**config.mk**
```make
export PLATFORM = sky130hd
export DESIGN_NAME = booth_mul_ctrl
export DESIGN_NICKNAME = d
export VERILOG_FILES = /design/src/rtl/booth_mul_ctrl.sv
export SDC_FILE = /design/constraint.sdc
export NUM_CORES = 1
export LEC_CHECK = 0
export CORE_UTILIZATION = 57
export CTS_CLUSTER_SIZE = 40
export DETAILED_ROUTE_END_ITERATION = 12
export GPL_TIMING_DRIVEN = 1
export PLACE_DENSITY = 0.93
export REMOVE_ABC_BUFFERS = 1
export SLEW_MARGIN = 25
export SYNTH_ARGS = -nofsm -noshare
export SYNTH_HDL_FRONTEND = slang
export SYNTH_SLANG_ARGS = --single-unit
```
**constraint.sdc**
```tcl
create_clock -name clk -period 5.7 [get_ports clk]
set_clock_uncertainty 0.1 [all_clocks]
set_input_delay 1.425 -clock clk [delete_from_list [all_inputs] [get_ports clk]]
set_output_delay 1.425 -clock clk [all_outputs]
set_load 0.02 [all_outputs]
```
**src/rtl/booth_mul_ctrl.sv**
```systemverilog
// Radix-2 Booth sequential signed multiplier, start/busy/done handshake.
// Define BOOTH_EARLY_EXIT_EN to finish as soon as the remaining steps are pure shifts.
module booth_mul_ctrl #(
  parameter int M = 4
) (
  input  logic           clk,
  input  logic           rst_n,
  input  logic           start,
  input  logic [M-1:0]   a,
  input  logic [M-1:0]   b,
  output logic           busy,
  output logic           done,
  output logic [2*M-1:0] product
);

  localparam int CW = $clog2(M + 1);

  typedef enum logic [1:0] {
    IDLE,
    CALC,
    DONE
  } state_t;

  state_t         state_q, state_d;
  logic [M:0]     acc_q, acc_d;
  logic [M:0]     mcand_q, mcand_d;
  logic [M-1:0]   q_q, q_d;
  logic           q1_q, q1_d;
  logic [CW-1:0]  cnt_q, cnt_d;
  logic [2*M-1:0] prod_q, prod_d;
  logic           busy_q, busy_d;
  logic           done_q, done_d;

  logic [M:0]     sum;
  logic [M:0]     acc_n;
  logic [M-1:0]   q_n;
  logic           q1_n;
  logic           last;
  logic           finish;
  logic [2*M-1:0] prod_n;

`ifdef BOOTH_EARLY_EXIT_EN
  int                    rem;
  logic                  quiet;
  logic signed [2*M:0]   shifted;
`endif

  always_comb begin
    unique case ({q_q[0], q1_q})
      2'b01:   sum = acc_q + mcand_q;
      2'b10:   sum = acc_q - mcand_q;
      default: sum = acc_q;
    endcase
    acc_n = {sum[M], sum[M:1]};
    q_n   = {sum[0], q_q[M-1:1]};
    q1_n  = q_q[0];
    last  = (cnt_q == CW'(M - 1));
`ifdef BOOTH_EARLY_EXIT_EN
    // Remaining pairs all equal: the rest is one arithmetic shift.
    rem   = M - 1 - int'(cnt_q);
    quiet = 1'b1;
    for (int i = 0; i < M; i++) begin
      if (i < rem && q_n[i] != q1_n) quiet = 1'b0;
    end
    shifted = $signed({acc_n, q_n}) >>> rem;
    finish  = last || quiet;
    prod_n  = shifted[2*M-1:0];
`else
    finish = last;
    prod_n = {acc_n[M-1:0], q_n};
`endif
  end

  always_comb begin
    state_d = state_q;
    acc_d   = acc_q;
    mcand_d = mcand_q;
    q_d     = q_q;
    q1_d    = q1_q;
    cnt_d   = cnt_q;
    prod_d  = prod_q;
    busy_d  = busy_q;
    done_d  = 1'b0;
    unique case (state_q)
      IDLE, DONE: begin
        busy_d  = 1'b0;
        state_d = IDLE;
        if (start) begin
          acc_d   = '0;
          mcand_d = {a[M-1], a};
          q_d     = b;
          q1_d    = 1'b0;
          cnt_d   = '0;
          busy_d  = 1'b1;
          state_d = CALC;
        end
      end
      CALC: begin
        acc_d = acc_n;
        q_d   = q_n;
        q1_d  = q1_n;
        cnt_d = cnt_q + CW'(1);
        if (finish) begin
          prod_d  = prod_n;
          busy_d  = 1'b0;
          done_d  = 1'b1;
          state_d = DONE;
        end
      end
      default: begin
        busy_d  = 1'b0;
        state_d = IDLE;
      end
    endcase
  end

  always_ff @(posedge clk or negedge rst_n) begin
    if (!rst_n) begin
      state_q <= IDLE;
      acc_q   <= '0;
      mcand_q <= '0;
      q_q     <= '0;
      q1_q    <= 1'b0;
      cnt_q   <= '0;
      prod_q  <= '0;
      busy_q  <= 1'b0;
      done_q  <= 1'b0;
    end else begin
      state_q <= state_d;
      acc_q   <= acc_d;
      mcand_q <= mcand_d;
      q_q     <= q_d;
      q1_q    <= q1_d;
      cnt_q   <= cnt_d;
      prod_q  <= prod_d;
      busy_q  <= busy_d;
      done_q  <= done_d;
    end
  end

  assign busy    = busy_q;
  assign done    = done_q;
  assign product = prod_q;

endmodule
```
==> results.ini <==
[drt]
drt_iter0_markers=33
avgViaCountPerCell=5.619
first_pass_iters=5
drc_errors=0
totalWireLength_um=2646
wl_per_cell_um=14.62
drtAntennaViolNets=0
vias=1017

[cells_and_area]
utilization_pct=73.97
area_delta_synth_final_pct=19.77
nets=174
layout.cells.non_filler=181
antenna_cells=0
drive_above_1_share_pct=9.804
fin_area_um2=1668

[yosys]
synth_top_area_cell=dfrtp_1
synth_edf_count=0
synth_top_area_share_pct=50.31
avgSynthCellArea_um2=10.63
synth_warnings=0
synth_area_leaders=dfrtp_1 50%, ha_1 7.2%, mux2_2 5.7%, o21ai_0 5.4%, nand2_1 4.3%
synth.cell_area_um2=1393
synth.most_common_cell=dfrtp_1
async_flop_share_pct=100.0
seq_area_frac_synth_pct=50.31
synth_commonest_cells=28 x dfrtp_1, 16 x nand2_1, 15 x o21ai_0
synthCells=131
synth_ff_type=dfrtp_1
synth_cell_types=35
synth-seq-cells=28

[floorplanning]
core_um2=2255
initial_core_util_pct=61.76
die_w_um=51.43
fp.dieH_um=51.43
io_pins=21
die-area_um2=2645
placementRows=17

[cts]
numCtsBuffers=3
cts_tree=yes
root_buffer=clkbuf_4
cts_hold_buf=0
insertion_delay_ns=0.33
clk_pin_slew_ns=0.14
clkSinkCount=28
post_cts_buffers=0
cts_resized=0
clock_path_buffers=2
cts-htree-levels=1

[placed_design]
place_area_um2=1615
io_buffers=20
finalWeightedCongestion=0.7859
dp_cells=177
dp_hpwl_um=2004
dpl_worst_slack_ns=2.131

[worst_setup_path]
crit_chain=clkdlybuf4s50_1 > nor2b_1 > nor2_1 > a211o_1
critical_path_class=primary input to register
worst-path-max-fanout=13
crit_slowest_cell=nor2b_1
cpPeakStageDelay_ns=0.75
cp.arrival_ns=3.36
cp-start-kind=primary input
cp-end-kind=register
worst_ep_required_time_ns=5.83

[sta]
final_hold_viol_count=0
rsz0062_at_grt=no
fin_ws_ns=2.470
max_freq_mhz=309.6
fin_crit_sh_pct=56.66
hold_ws_ns=0.4088
setup-tns-final_ns=0
tightest_slew_ns=0.9589
slew_headroom_pct=35.94
min_period_ns=3.230
drv_slew=0
finalSetupViolCount=0

[global_route]
first_global_vias=1025
grt_max_degree=29
grt_antenna_before_repair=0
grt_pass1_wl_um=4554
grtUsageTotal_pct=23.69
grt-ovfl-total=0

[worst_hold_path]
min_path_type=register to register

[status]
status=complete, no violations

[power]
peakVddDrop_mv=0.4656
p_leak_nw=0.7758
power_density_nw_per_um2=701.9
finalPower_mw=1.171

[job]
drv_cap=0

layout by cell type, fill, tap and decap left out, types with 2 or more instances in the layout:
cell type	n
a21oi_1	2
a22o_1	3
clkbuf_4	3
clkdlybuf4s50_1	20
dfrtp_1	28
ha_1	8
inv_1	10
mux2_2	7
mux2i_1	4
nand2_1	16
nand2b_1	2
nor2_1	7
nor2b_1	4
o21ai_0	15
xnor2_1	3
flip-flops by register name, indices dropped and copies added (netlist names):
signal	flops
q_q	4
state_q	2
done	1
q1_q	1
product	8
busy	1
acc_q	4
mcand_q	4
cnt_q	3
report_power, final:
group / switching, mW / internal, mW / leakage, nW / total (mW)
clock network: 0.0542 / 0.0712 / 0.0279 / 0.125
registers: 0.0665 / 0.292 / 0.350 / 0.358
logic: 0.369 / 0.318 / 0.398 / 0.687
total: 0.490 / 0.681 / 0.776 / 1.17
worst max-delay path: cells and delay by family:
| family | cells | cell delay (ns) |
|---|---|---|
| simple gates | 2 | 1.10 |
| buf+inv | 1 | 0.44 |
| compound gates | 1 | 0.38 |
path summary, 6_finish.rpt:
kind / startpoint / endpoint / slack, ns / depth (start not counted)
setup / recovery: start / acc_q[3] / 2.47 / 4
hold / removal: busy / busy / 0.41 / 1
setup reg to reg: q1_q / acc_q[3] / 2.97 / 9
hold reg to reg: busy / busy / 0.41 / 1
max in group asynchronous: rst_n / cnt_q[1] / 3.88 / 2
min in group asynchronous: rst_n / busy / 1.36 / 2
cells by family after synthesis:
group	share of synthesized area, %
adders and majority gates	8.626
buffers and inverters	4.133
muxes	8.536
AOI/OAI and AO/OA	13.12
DFF	50.31
xor gates and xnor gates	2.516
and+or+nand+nor	12.76
cell type report:
class,instances,area [um2]
inverter,10,37.54
timing repair buffer,21,207.7
clock inverter,1,30.03
multi-input combinational,90,634.4
fill,162,586.8
tap,28,35.03
clock buffer,3,22.52
sequential,28,700.7
per-layer routing:
layer	routed length [um]	GRT usage [%]	vias to the layer above
li1	-	-	490
met1	1186	31.55	494
met2	1315	40.04	29
met3	114	3.571	4
met4	29	6.757	0
met5	0	0	-
Note: power is estimated with default switching activity, not from simulation.
